<file path="config.mk">
export PLATFORM = sky130hd
export DESIGN_NAME = cache_mem_arbiter_flat
export DESIGN_NICKNAME = d
export VERILOG_FILES = /design/src/rtl/cache_mem_arbiter_pkg.sv /design/src/rtl/cache_mem_arbiter_if.sv /design/src/rtl/cache_mem_arbiter_burst_line_buffer.sv /design/src/rtl/cache_mem_arbiter.sv /design/src/flat_wrapper.sv
export SDC_FILE = /design/constraint.sdc
export NUM_CORES = 1
export LEC_CHECK = 0
export CORE_AREA = 2 2 386 388
export DETAILED_ROUTE_END_ITERATION = 10
export DIE_AREA = 0 0 388 390
export SETUP_SLACK_MARGIN = 0.05
export SLEW_MARGIN = 20
export SYNTH_ARGS = -nofsm -noshare
export SYNTH_HDL_FRONTEND = slang
export SYNTH_SLANG_ARGS = --single-unit
export TNS_END_PERCENT = 50
</file>
<file path="constraint.sdc">
create_clock -name clk -period 3.09 [get_ports clk]
set_clock_uncertainty 0.05 [all_clocks]
set_input_delay 0.618 -clock clk [delete_from_list [all_inputs] [get_ports clk]]
set_output_delay 0.618 -clock clk [all_outputs]
set_load 0.01 [all_outputs]
</file>
<file path="src/rtl/cache_mem_arbiter_pkg.sv">
// cache_mem_arbiter_pkg: shared types and line/beat geometry for the L1-to-memory arbiter
package cache_mem_arbiter_pkg;
    localparam int LINE_W = 256;
    localparam int BEAT_W = 64;
    typedef enum logic {ld = 1'b0, st = 1'b1} mem_op_t;
    typedef enum logic [1:0] {arb_idle, arb_burst, arb_done} arb_state_t;
    typedef enum logic {req_i = 1'b0, req_d = 1'b1} arb_req_t;
endpackage

</file>
<file path="src/rtl/cache_mem_arbiter_if.sv">
// cache_mem_arbiter_if: icache/dcache request ports and the physical-memory burst port
interface cache_mem_arbiter_if #(
    parameter int ADDR_W = 32,
    parameter int LINE_W = cache_mem_arbiter_pkg::LINE_W,
    parameter int BEAT_W = cache_mem_arbiter_pkg::BEAT_W
);
    logic              i_read;
    logic [ADDR_W-1:0] i_addr;
    logic [LINE_W-1:0] i_rdata;
    logic              i_resp;
    logic              d_read;
    logic              d_write;
    logic [ADDR_W-1:0] d_addr;
    logic [LINE_W-1:0] d_wdata;
    logic [LINE_W-1:0] d_rdata;
    logic              d_resp;
    logic              pmem_read;
    logic              pmem_write;
    logic [ADDR_W-1:0] pmem_addr;
    logic [BEAT_W-1:0] pmem_wdata;
    logic [BEAT_W-1:0] pmem_rdata;
    logic              pmem_resp;

    modport slave (
        input  i_read, i_addr, d_read, d_write, d_addr, d_wdata, pmem_rdata, pmem_resp,
        output i_rdata, i_resp, d_rdata, d_resp, pmem_read, pmem_write, pmem_addr, pmem_wdata
    );
    modport master (
        output i_read, i_addr, d_read, d_write, d_addr, d_wdata, pmem_rdata, pmem_resp,
        input  i_rdata, i_resp, d_rdata, d_resp, pmem_read, pmem_write, pmem_addr, pmem_wdata
    );
endinterface

</file>
<file path="src/rtl/cache_mem_arbiter_burst_line_buffer.sv">
// cache_mem_arbiter_burst_line_buffer: line register with full-line load and beat-indexed write/read
module cache_mem_arbiter_burst_line_buffer #(
    parameter int LINE_W = cache_mem_arbiter_pkg::LINE_W,
    parameter int BEAT_W = cache_mem_arbiter_pkg::BEAT_W,
    parameter int IDX_W  = (LINE_W / BEAT_W > 1) ? $clog2(LINE_W / BEAT_W) : 1
) (
    input  logic              clk,
    input  logic              rst_n,
    input  logic              fill,
    input  logic [LINE_W-1:0] fill_line,
    input  logic              wr_en,
    input  logic [IDX_W-1:0]  beat,
    input  logic [BEAT_W-1:0] wr_data,
    output logic [BEAT_W-1:0] rd_data,
    output logic [LINE_W-1:0] line
);
    always_ff @(posedge clk or negedge rst_n) begin
        if (!rst_n) line <= '0;
        else if (fill) line <= fill_line;
        else if (wr_en) line[BEAT_W * beat +: BEAT_W] <= wr_data;
    end

    assign rd_data = line[BEAT_W * beat +: BEAT_W];
endmodule

</file>
<file path="src/rtl/cache_mem_arbiter.sv">
// cache_mem_arbiter: alternating-fair arbiter turning icache/dcache line requests into 4-beat memory bursts
module cache_mem_arbiter #(
    parameter int LINE_W = cache_mem_arbiter_pkg::LINE_W,
    parameter int BEAT_W = cache_mem_arbiter_pkg::BEAT_W,
    parameter int ADDR_W = 32
) (
    input logic clk,
    input logic rst_n,
    cache_mem_arbiter_if.slave bus
);
    import cache_mem_arbiter_pkg::*;

    localparam int BEATS = LINE_W / BEAT_W;
    localparam int IDX_W = (BEATS > 1) ? $clog2(BEATS) : 1;
    localparam logic [ADDR_W-1:0] ALIGN = ~ADDR_W'(LINE_W / 8 - 1);

    arb_state_t        state, state_nx;
    arb_req_t          req, last_grant, pick;
    mem_op_t           op;
    logic [IDX_W-1:0]  cnt;
    logic [ADDR_W-1:0] addr;
    logic [LINE_W-1:0] line, i_hold, d_hold;
    logic [BEAT_W-1:0] beat_rd;
    logic              i_pend, d_pend, grant, fill, last_beat, capture, in_burst, in_done;

    always_comb begin
        i_pend    = bus.i_read;
        d_pend    = bus.d_read | bus.d_write;
        in_burst  = state == arb_burst;
        in_done   = state == arb_done;
        grant     = state == arb_idle && (i_pend || d_pend);
        pick      = d_pend && (!i_pend || last_grant == req_i) ? req_d : req_i;
        fill      = grant && pick == req_d && bus.d_write;
        capture   = in_burst && bus.pmem_resp && op == ld;
        last_beat = in_burst && bus.pmem_resp && cnt == IDX_W'(BEATS - 1);
        state_nx  = grant ? arb_burst : last_beat ? arb_done : in_done ? arb_idle : state;
    end

    always_ff @(posedge clk or negedge rst_n) begin
        if (!rst_n) begin
            state      <= arb_idle;
            cnt        <= '0;
            last_grant <= req_i;
            req        <= req_i;
            op         <= ld;
            addr       <= '0;
            i_hold     <= '0;
            d_hold     <= '0;
        end else begin
            state <= state_nx;
            if (grant) begin
                req        <= pick;
                last_grant <= pick;
                op         <= (pick == req_d && bus.d_write) ? st : ld;
                addr       <= (pick == req_d ? bus.d_addr : bus.i_addr) & ALIGN;
            end
            if (in_burst && bus.pmem_resp) cnt <= cnt + 1'b1;
            if (in_done && op == ld && req == req_i) i_hold <= line;
            if (in_done && op == ld && req == req_d) d_hold <= line;
        end
    end

    cache_mem_arbiter_burst_line_buffer #(.LINE_W(LINE_W), .BEAT_W(BEAT_W), .IDX_W(IDX_W)) u_buf (
        .clk       (clk),
        .rst_n     (rst_n),
        .fill      (fill),
        .fill_line (bus.d_wdata),
        .wr_en     (capture),
        .beat      (cnt),
        .wr_data   (bus.pmem_rdata),
        .rd_data   (beat_rd),
        .line      (line)
    );

    // Everything on the memory side is decoded from latched state, never from request inputs
    assign bus.pmem_read  = in_burst && op == ld;
    assign bus.pmem_write = in_burst && op == st;
    assign bus.pmem_addr  = in_burst ? addr : '0;
    assign bus.pmem_wdata = (in_burst && op == st) ? beat_rd : '0;
    assign bus.i_resp     = in_done && req == req_i;
    assign bus.d_resp     = in_done && req == req_d;
    assign bus.i_rdata    = (in_done && req == req_i && op == ld) ? line : i_hold;
    assign bus.d_rdata    = (in_done && req == req_d && op == ld) ? line : d_hold;

    assert property (@(posedge clk) disable iff (!rst_n) !(bus.d_read && bus.d_write))
        else $warning("d_read and d_write high together; serviced as a writeback");
endmodule

</file>
<file path="src/flat_wrapper.sv">
// flat-port wrapper written by rule: the top's interface ports become plain ports
module cache_mem_arbiter_flat import cache_mem_arbiter_pkg::*;
#(
    parameter int LINE_W = cache_mem_arbiter_pkg::LINE_W,
    parameter int BEAT_W = cache_mem_arbiter_pkg::BEAT_W,
    parameter int ADDR_W = 32
)
  (clk, rst_n, bus_i_read, bus_i_addr, bus_d_read, bus_d_write, bus_d_addr, bus_d_wdata, bus_pmem_rdata, bus_pmem_resp, bus_i_rdata, bus_i_resp, bus_d_rdata, bus_d_resp, bus_pmem_read, bus_pmem_write, bus_pmem_addr, bus_pmem_wdata);
  cache_mem_arbiter_if #(.ADDR_W(ADDR_W), .LINE_W(LINE_W), .BEAT_W(BEAT_W)) bus_i ();
  input logic clk;
  input logic rst_n;
  input wire logic [$bits(bus_i.i_read)-1:0] bus_i_read;
  input wire logic [$bits(bus_i.i_addr)-1:0] bus_i_addr;
  input wire logic [$bits(bus_i.d_read)-1:0] bus_d_read;
  input wire logic [$bits(bus_i.d_write)-1:0] bus_d_write;
  input wire logic [$bits(bus_i.d_addr)-1:0] bus_d_addr;
  input wire logic [$bits(bus_i.d_wdata)-1:0] bus_d_wdata;
  input wire logic [$bits(bus_i.pmem_rdata)-1:0] bus_pmem_rdata;
  input wire logic [$bits(bus_i.pmem_resp)-1:0] bus_pmem_resp;
  output wire logic [$bits(bus_i.i_rdata)-1:0] bus_i_rdata;
  output wire logic [$bits(bus_i.i_resp)-1:0] bus_i_resp;
  output wire logic [$bits(bus_i.d_rdata)-1:0] bus_d_rdata;
  output wire logic [$bits(bus_i.d_resp)-1:0] bus_d_resp;
  output wire logic [$bits(bus_i.pmem_read)-1:0] bus_pmem_read;
  output wire logic [$bits(bus_i.pmem_write)-1:0] bus_pmem_write;
  output wire logic [$bits(bus_i.pmem_addr)-1:0] bus_pmem_addr;
  output wire logic [$bits(bus_i.pmem_wdata)-1:0] bus_pmem_wdata;
  assign bus_i.i_read = bus_i_read;
  assign bus_i.i_addr = bus_i_addr;
  assign bus_i.d_read = bus_d_read;
  assign bus_i.d_write = bus_d_write;
  assign bus_i.d_addr = bus_d_addr;
  assign bus_i.d_wdata = bus_d_wdata;
  assign bus_i.pmem_rdata = bus_pmem_rdata;
  assign bus_i.pmem_resp = bus_pmem_resp;
  assign bus_i_rdata = bus_i.i_rdata;
  assign bus_i_resp = bus_i.i_resp;
  assign bus_d_rdata = bus_i.d_rdata;
  assign bus_d_resp = bus_i.d_resp;
  assign bus_pmem_read = bus_i.pmem_read;
  assign bus_pmem_write = bus_i.pmem_write;
  assign bus_pmem_addr = bus_i.pmem_addr;
  assign bus_pmem_wdata = bus_i.pmem_wdata;
  cache_mem_arbiter #(.LINE_W(LINE_W), .BEAT_W(BEAT_W), .ADDR_W(ADDR_W)) u_core (.clk(clk), .rst_n(rst_n), .bus(bus_i));
endmodule
</file>
==> impl_metrics.ini, run 1 <==
[status]
status = complete, but fails checks
violations = setup timing

[cts]
clkLatencyLatePin_ns = 0.72
h-tree-depth = 3
clock-sinks = 801
clockRootBuffer = clkbuf_16
path_clk_slew_ns = 0.06
cts_tree = built
cts_buffers = 96
cts_buffer_depth = 3

[sta]
min_period_ns = 3.74
relSlewSlack_pct = 40.3
tightest_slew_ns = 0.896
fmax_mhz = 267
setup_tns_ns = -195.15
finalMaxSlewViolations = 0
setup_violations = 605
finalCritPeriodShare_pct = 121
final_critical_path_setup_slack_ns = -0.653
holdWs_ns = 0.402
hold_viol_final = 0
grt_setup_unrepaired = yes

[floorplanning]
num_rows = 141
start_util_pct = 29.8
die_h_um = 390
die_w_um = 388
coreArea_um2 = 147000
dieArea_um2 = 151000
ios = 1002

[drt]
routedWlPerCell_um = 30.1
totalWireLength_mm = 195
drtIter0Drc = 2968
firstDrtPassIters = 5
ant_nets = 0
route.detailed.drc = 0
vias_per_cell = 5.45
vias = 35400

[logic_synthesis]
synth_adder_area_share_pct = 0.143
ys_warn_count = 0
synth_area_um2 = 43900
syn_area_per_cell_um2 = 13.8
synth.most_common_cell = dfrtp_1
synth_edf_count = 0
ys_seq_elements = 801
synth_ff_type = dfrtp_1
synth_top_area_share_pct = 45.7
synthSimpleGateAreaFrac_pct = 6.78
synth_top_family_by_area = multiplexers
synthMuxAreaShare_pct = 35.1
netlist_top_cells_count = dfrtp_1 (801), mux2_4 (480), mux2_2 (388), mux2_1 (211), and3_1 (194)
synth_compound_area_share_pct = 6.40
synth_top_area_cell = dfrtp_1
ys_types = 42
syn-instance-count = 3172
asyncSetResetFlopFracSynth_pct = 100
synth-xor-area-share_pct = 0.0200
seq_area_frac_synth_pct = 45.7
yosys-top-cells-area = dfrtp_1 (46%), mux2_4 (16%), mux2_2 (10%)

[final_layout]
nets = 4849
fill_cells = 13600
fin_cells = 6486
area_growth_pct = 45.3
final_util_pct = 43.3
drive_gt1_share_pct = 42.2

[critical_path]
critPathMaxFanout = 12
path_cells = nor3b_2 -> and2_4 -> buf_12 -> bufbuf_16 -> mux2_1 -> clkdlybuf4s50_1
max_stage_delay_ns = 0.49
slowest_stage = clkdlybuf4s50_1
path_class = flop to primary output
required_ns = 2.42
crit_path_start_kind = flop
end_kind = primary output
cp.arrival_ns = 3.08

[pwr]
power_density_nw_per_um2 = 973
p_leak_nw = 30.6
pwr-share-comb_pct = 49.8
p_switching_w = 0.0237
switching_share_pct = 38.2
power_w = 0.0620
pwr-share-seq_pct = 31.7
power.internal_w = 0.0383
ir_worst_vdd_mv = 0.553
power_frac_clock_pct = 18.5

[global_route]
grt_pass1_vias = 34700
grt_pass1_wl_mm = 263
grt_max_degree = 84
grt_usage_pct = 23.9
grt_overflow = 0
antenna_found_initial = 41

[placement]
routabilityCongestion = 0.880
place_inst = 5958
portBuffers = 986
hpwlAfterDp_mm = 126

[run]
cap_violations = 0

[min_path]
hold_path_class = input port to async pin
[worst paths after layout]
| path | slack [ns] | startpoint | endpoint | cells after the start |
|---|---|---|---|---|
| min in group clk | 0.43 | u_core.i_hold[237] | u_core.i_hold[237] | 1 |
| setup reg to reg | 0.28 | u_core.cnt[0] | u_core.u_buf.line[35] | 8 |
| hold / removal | 0.40 | rst_n | u_core.i_hold[155] | 2 |
| max in group asynchronous | 1.55 | rst_n | u_core.u_buf.line[41] | 3 |
| setup / recovery | -0.65 | u_core.state[0] | bus_i_rdata[203] | 6 |
| hold reg to reg | 0.43 | u_core.i_hold[237] | u_core.i_hold[237] | 1 |
[timing repair]
item	4_1_cts	5_1_grt
hold buffers	1	0
endpoints found under the setup margin	605	605
pin swaps	3	1
endpoints found under the hold margin	38	0
setup buffers	61	223
gates resized for setup	546	782
gates cloned	27	24
[cell type report]
class	instances	area (um2)	area share, %
Multi-Input combinational cell	2044	21700	34.0
Antenna cell	32	80.1	0.126
Timing Repair Buffer	1503	16300	25.6
Sequential cell	801	20100	31.4
Clock buffer	144	2880	4.51
Tap cell	1930	2410	3.79
Clock inverter	24	284	0.445
Inverter	8	38.8	0.0608
[registers in the layout, summed over array words and instances, names as in the netlist]
signal and cells:
u_core.op 1, u_core.addr 27, u_core.req 1, u_core.cnt 2
u_core.i_hold 256, u_core.d_hold 256, u_core.state 2, u_core.u_buf.line 256
[cells in the final DEF (no fill, tap or decap), types with 5 or more instances in the layout]
master / synthesis / routed
dlygate4sd2_1: 0 / 74
diode_2: 0 / 32
clkdlybuf4s15_2: 0 / 7
mux2_1: 211 / 173
mux2_2: 388 / 352
clkbuf_1: 147 / 21
a31oi_1: 128 / 128
buf_2: 50 / 52
clkdlybuf4s50_1: 0 / 527
dfrtp_1: 801 / 798
conb_1: 1 / 5
clkbuf_8: 0 / 25
nand4_1: 128 / 128
and2_1: 29 / 28
bufbuf_16: 0 / 13
buf_16: 0 / 36
o21ai_0: 127 / 127
clkbuf_2: 1 / 92
and3_1: 194 / 191
mux2_4: 480 / 554
buf_6: 56 / 133
clkbuf_16: 0 / 121
buf_4: 11 / 290
dlymetal6s2s_1: 0 / 138
inv_1: 6 / 5
mux4_2: 64 / 64
a221o_1: 128 / 128
buf_8: 8 / 19
clkinv_2: 0 / 15
nor3_1: 130 / 129
buf_12: 45 / 96
[cells by family after synthesis]
family / Yosys count
flip-flops: 801
XOR/XNOR: 1
buffers and inverters: 331
AND/OR/NAND/NOR: 497
adder cells (fa/ha/maj): 5
multiplexers: 1144
other: 1
AO/OA/AOI/OAI: 392
[layer usage]
layer  vias up  track usage [%]  wire [um]  part of all wire, %
met2      2027             37.6      90000                   46
met1     18200             30.0      76900                   39
met3       477             6.47      17200                  8.8
li1      14700                -          -                    -
met4        10             12.5      11200                  5.7
met5         -                0         68                0.035
[per-stage QoR]
step	area [um2]	setup WS (ns)
floorplan	43900	0.543
global placement	56200	0.0962
detailed placement	56200	0.0432
CTS	61000	-0.632
global route	63800	-0.759
finish	63800	-0.653
[power groups by stage]
stage	clock (W)	combinational, W	sequential (W)
floorplan	0	0.0162	0.0176
global placement	0	0.0298	0.0193
detailed placement	0	0.0299	0.0195
CTS	0.0117	0.0304	0.0194
global route	0.0121	0.0322	0.0202
finish	0.0115	0.0309	0.0197
[critical path, delay by kind of cell, from the launching register on]
kind	cells	cell delay, ns
buffers and inverters	3	1.04
flip-flops	1	0.43
multiplexers	1	0.32
AND/OR/NAND/NOR	2	0.55
No activity file was read; power rests on OpenSTA's default activity.
==> run 2: changes to the inputs <==
- CORE_AREA: 2 2 386 388 -> 2 2 395 397
- DIE_AREA: 0 0 388 390 -> 0 0 397 399
- clock period: 3.09 -> 3.4 ns (I/O delays scaled with it)
==> run 2 against run 1 <==
The run still ends with setup timing left. Final area shrank 2.4%. Combinational power is 11% lower. Critical path depth stayed put. Clock-buffer cell count shrank 5. Global-route usage is 1.0 points lower. Cell count decreased by 0.71%. Utilization decreased by 2.9 points. Total power down 9.4%. Die area rose by 4.7%. Register-to-register slack improved by 0.23 ns. Sequential power is 9% lower. Critical endpoint is now bus_i_rdata[154].
==> impl_metrics.ini, run 2 (same netlist as run 1, synthesis figures left out) <==
[cts]
cts_buffers = 96
cts_buffer_depth = 3
path_clk_slew_ns = 0.06
clockRootBuffer = clkbuf_16
h-tree-depth = 3
clock-sinks = 801
clkLatencyLatePin_ns = 0.70
cts_tree = built

[final_layout]
drive_gt1_share_pct = 36.2
final_util_pct = 40.5
final_common_cell = dfrtp_1
nets = 4686
reg.largest.list = u_core.d_hold (256), u_core.i_hold (256), u_core.u_buf.line (256)
fill_cells = 14400
area_growth_pct = 41.7
mostFrequentLayoutCells = dfrtp_1 (797), clkdlybuf4s50_1 (620), mux2_4 (497), mux2_2 (390), buf_4 (206)
fin_cells = 6440
fin_area_um2 = 62200

[critical_path]
critPathTopFamily = buffers and inverters
critPathMaxFanout = 9
required_ns = 2.67
cp.arrival_ns = 2.94
r2r_cells = 8
end_kind = primary output
crit_path_start_kind = flop
critPathLaunch = u_core.req
max_stage_delay_ns = 0.51
cp.buffers_inverters = 3
reg2reg_slack_ns = 0.51
r2r-end = u_core.u_buf.line[99]
slowest_stage = clkdlybuf4s50_1
r2r-start = u_core.cnt[0]
path_cells = nor3b_2 -> and2_4 -> buf_16 -> buf_4 -> mux2_2 -> clkdlybuf4s50_1
path_class = flop to primary output

[sta]
finalMaxSlewViolations = 0
tightest_slew_ns = 0.954
hold_viol_final = 0
final_critical_path_setup_slack_ns = -0.272
setup_violations = 368
grt_setup_unrepaired = yes
min_period_ns = 3.67
finalCritPeriodShare_pct = 108
fmax_mhz = 272
holdWs_ns = 0.428
relSlewSlack_pct = 36.4

[global_route]
grt_overflow = 0
grt_max_degree = 129
antenna_found_initial = 39
grt_pass1_wl_mm = 262
grt_usage_pct = 22.9
grt_pass1_vias = 34900

[placement]
place_inst = 6057
portBuffers = 986
dp_slack_ns = 0.254
hpwlAfterDp_mm = 127
routabilityCongestion = 0.884
dpl_cell_area_um2 = 56000

[drt]
vias = 34900
vias_per_cell = 5.41
wl_met2_mm = 88.6
totalWireLength_mm = 192
ant_nets = 0
firstDrtPassIters = 5
routedWlPerCell_um = 29.8
drt-met1-wl_mm = 76.6
route.detailed.drc = 0
drtIter0Drc = 3184
routed.top_layer = met5
wl_met3_mm = 16.8

[min_path]
hold-path-cell-count = 1
hold_path_class = flop to flop
hp-start = u_core.i_hold[231]
min_to = u_core.i_hold[231]

[floorplanning]
die_h_um = 399
start_util_pct = 28.6
coreArea_um2 = 154000
dieArea_um2 = 158000
die_w_um = 397
ios = 1002
num_rows = 144

[status]
status = complete, but fails checks
violations = setup timing

[pwr]
p_leak_nw = 29.8
power_frac_clock_pct = 19.2
p_switching_w = 0.0214
ir_worst_vdd_mv = 0.507
power.internal_w = 0.0348
switching_share_pct = 38.1
pwr-share-seq_pct = 32.0
pwr-share-comb_pct = 48.9
power_density_nw_per_um2 = 904

[run]
cap_violations = 0
-- run 2: metal layers --
layer / global-route usage (%) / vias to the layer above
met5: 0 / -
met3: 5.90 / 433
met2: 36.0 / 2026
li1: - / 14300
met1: 29.0 / 18000
met4: 11.6 / 6
-- run 2: through the flow --
| stage | total power, W | TNS (ns) |
|---|---|---|
| after floorplan | 0.0307 | 0 |
| after global placement | 0.0443 | 0 |
| after detailed placement | 0.0447 | 0 |
| after CTS | 0.0559 | -156.84 |
| after global routing | 0.0584 | -95.00 |
| final | 0.0562 | -55.56 |
-- run 2: area by class of cell --
| class | count | area, um2 | area share [%] |
|---|---|---|---|
| Sequential cell | 801 | 20100 | 32.2 |
| Antenna cell | 29 | 72.6 | 0.117 |
| Tap cell | 2044 | 2560 | 4.11 |
| Timing Repair Buffer | 1340 | 14800 | 23.8 |
| Multi-Input combinational cell | 2044 | 21500 | 34.5 |
| Inverter | 8 | 38.8 | 0.0623 |
| Clock buffer | 139 | 2810 | 4.51 |
| Clock inverter | 35 | 424 | 0.682 |
-- run 2: repair_timing --
action	CTS	global route
gates resized for setup	339	421
hold buffers	1	0
cloned	21	12
setup endpoints to repair	605	604
pin swaps	3	2
setup buffers	29	121
hold endpoints to repair	27	0
-- run 2: worst max path at each step --
stage                            endpoint  slack (ns)  cells after the start
floorplan           u_core.u_buf.line[10]        0.85                     10
global placement          bus_d_rdata[12]        0.26                      6
detailed placement        bus_d_rdata[12]        0.25                      6
CTS                      bus_d_rdata[228]       -0.37                      7
global route             bus_i_rdata[154]       -0.36                      6
finish                   bus_i_rdata[154]       -0.27                      6
-- run 2: power groups by stage --
| stage | clock network (W) | registers (W) | logic (W) |
|---|---|---|---|
| 3_3_place_gp | 0 | 0.0176 | 0.0267 |
| 6_report | 0.0108 | 0.0180 | 0.0275 |
| 2_1_floorplan | 0 | 0.0160 | 0.0147 |
| 4_1_cts | 0.0110 | 0.0177 | 0.0272 |
| 5_1_grt | 0.0113 | 0.0184 | 0.0287 |
| 3_5_place_dp | 0 | 0.0179 | 0.0268 |
==> run 3: changes to the inputs <==
- CORE_AREA: 2 2 395 397 -> 2 2 388 390
- DIE_AREA: 0 0 397 399 -> 0 0 390 392
- clock period: 3.4 -> 4.48 ns (I/O delays scaled with it)
==> run 3 against run 2 <==
The run now ends clean. Cell count is 4.9% lower. Die area shrank 3.5%. Global-route usage shrank 0.30 points. Clock power is 24% lower. Routed wire length shrank 6.7%. Sequential share of layout area increased by 1.9 points. Utilization down 1.0 points. Total power is 25% lower. Via count decreased by 3.8%. Largest cell class unchanged. Sequential power decreased by 24%. Critical path depth did not move.
==> impl_metrics.ini, run 3 (same netlist as run 1, synthesis figures left out) <==
[final_layout]
drive_gt1_share_pct = 30.2
seq_area_um2 = 20100
mostFrequentLayoutCells = clkdlybuf4s50_1 (984), dfrtp_1 (798), mux2_4 (480), mux2_2 (388), mux2_1 (211)
fill_cells = 14200
fin_cells = 6125
multi_input_area_um2 = 21400
area_growth_pct = 33.9
reg.largest.list = u_core.d_hold (256), u_core.i_hold (256), u_core.u_buf.line (256)
nets = 4479
final_common_cell = clkdlybuf4s50_1

[cts]
clkLatencyLatePin_ns = 0.72
cts_tree = built
clock-sinks = 801
cts_buffers = 97
cts_buffer_depth = 3
cts_resized = 0
clockRootBuffer = clkbuf_16
path_clk_slew_ns = 0.06
h-tree-depth = 3

[floorplanning]
start_util_pct = 29.5
ios = 1002
die_h_um = 392
dieArea_um2 = 153000
num_rows = 142
die_w_um = 390
coreArea_um2 = 149000

[placement]
routabilityCongestion = 0.877
place_inst = 5921
portBuffers = 986
hpwlAfterDp_mm = 123

[drt]
drtIter0Drc = 2852
ant_nets = 0
wl_met3_mm = 15.8
routed.top_layer = met5
routedWlPerCell_um = 29.3
vias_per_cell = 5.47
route.detailed.drc = 0
firstDrtPassIters = 6
vias = 33500
wl_met2_mm = 82.8
totalWireLength_mm = 179
drt-met1-wl_mm = 71.7

[global_route]
grt_overflow = 0
grt_usage_pct = 22.6
antenna_found_initial = 33
grt_pass1_vias = 33600
grt_pass1_wl_mm = 251
grt_max_degree = 129

[status]
status = complete, no violations

[sta]
relSlewSlack_pct = 32.4
finalMaxSlewViolations = 0
setup_violations = 0
finalCritPeriodShare_pct = 94.8
min_period_ns = 4.25
setup_tns_ns = 0
tightest_slew_ns = 1.01
holdWs_ns = 0.136
grt_setup_unrepaired = no
fmax_mhz = 235
hold_viol_final = 0

[critical_path]
critPathMaxFanout = 26
r2r_cells = 7
path_class = flop to primary output
crit_path_start_kind = flop
cp.arrival_ns = 3.30
end_kind = primary output
required_ns = 3.53

[pwr]
p_leak_nw = 25.2
power_density_nw_per_um2 = 715
ir_worst_vdd_mv = 0.520

[run]
cap_violations = 0

[min_path]
hold_path_class = input port to async pin
==> run 3: timing repair <==
action / in CTS / in global routing
pin swaps: 1 / 1
cloned: 0 / 1
setup endpoints to repair: 4 / 17
buffers inserted: 3 / 4
hold buffers: 0 / 0
==> run 3: path summary, 6_finish.rpt <==
path	start	endpoint	slack (ns)
min in group clk	u_core.i_hold[195]	u_core.i_hold[195]	0.43
max	u_core.req	bus_i_rdata[88]	0.23
max in group asynchronous	rst_n	u_core.u_buf.line[236]	3.12
min	rst_n	u_core.d_hold[30]	0.14
max reg2reg	u_core.cnt[1]	u_core.u_buf.line[229]	1.45
min reg2reg	u_core.i_hold[195]	u_core.i_hold[195]	0.43
==> run 3: cell type report <==
type | instances | area share (%)
timing repair buffer | 1131 | 19.6
clock inverter | 30 | 0.692
sequential | 801 | 34.1
multi-input combinational | 2045 | 36.4
tap | 1944 | 4.14
inverter | 8 | 0.0660
antenna | 22 | 0.0937
clock buffer | 144 | 4.84
==> run 3: critical path: stages (launching register included) <==
cell and delay [ns]:
dfrtp_1 0.48, nor3b_2 0.35, and2_4 0.31, buf_12 0.25, buf_12 0.23, mux2_2 0.36
clkdlybuf4s50_1 0.59
==> run 3: metal layers <==
metal  up-vias  track usage (%)
met2      1882             35.4
met5         -                0
met1     17300             28.8
met3       413             5.79
met4        14             11.2
li1      13900                -
==> run 3: metrics by stage <==
stage               setup slack [ns]  util [%]  power, W  cell area [um2]
floorplan                       1.80         -    0.0233            43900
global placement               0.846      37.2    0.0334            55400
detailed placement             0.858      37.2    0.0336            55400
CTS                           0.0847      39.4    0.0421            58700
global route                  0.0750      39.5    0.0437            58800
finish                         0.231      39.5    0.0420            58800
==> run 3: where the power goes <==
| part | switching, W | total (W) | internal [W] |
|---|---|---|---|
| registers | 0.00338 | 0.0137 | 0.0103 |
| logic | 0.00902 | 0.0201 | 0.0111 |
| clock network | 0.00343 | 0.00823 | 0.00480 |
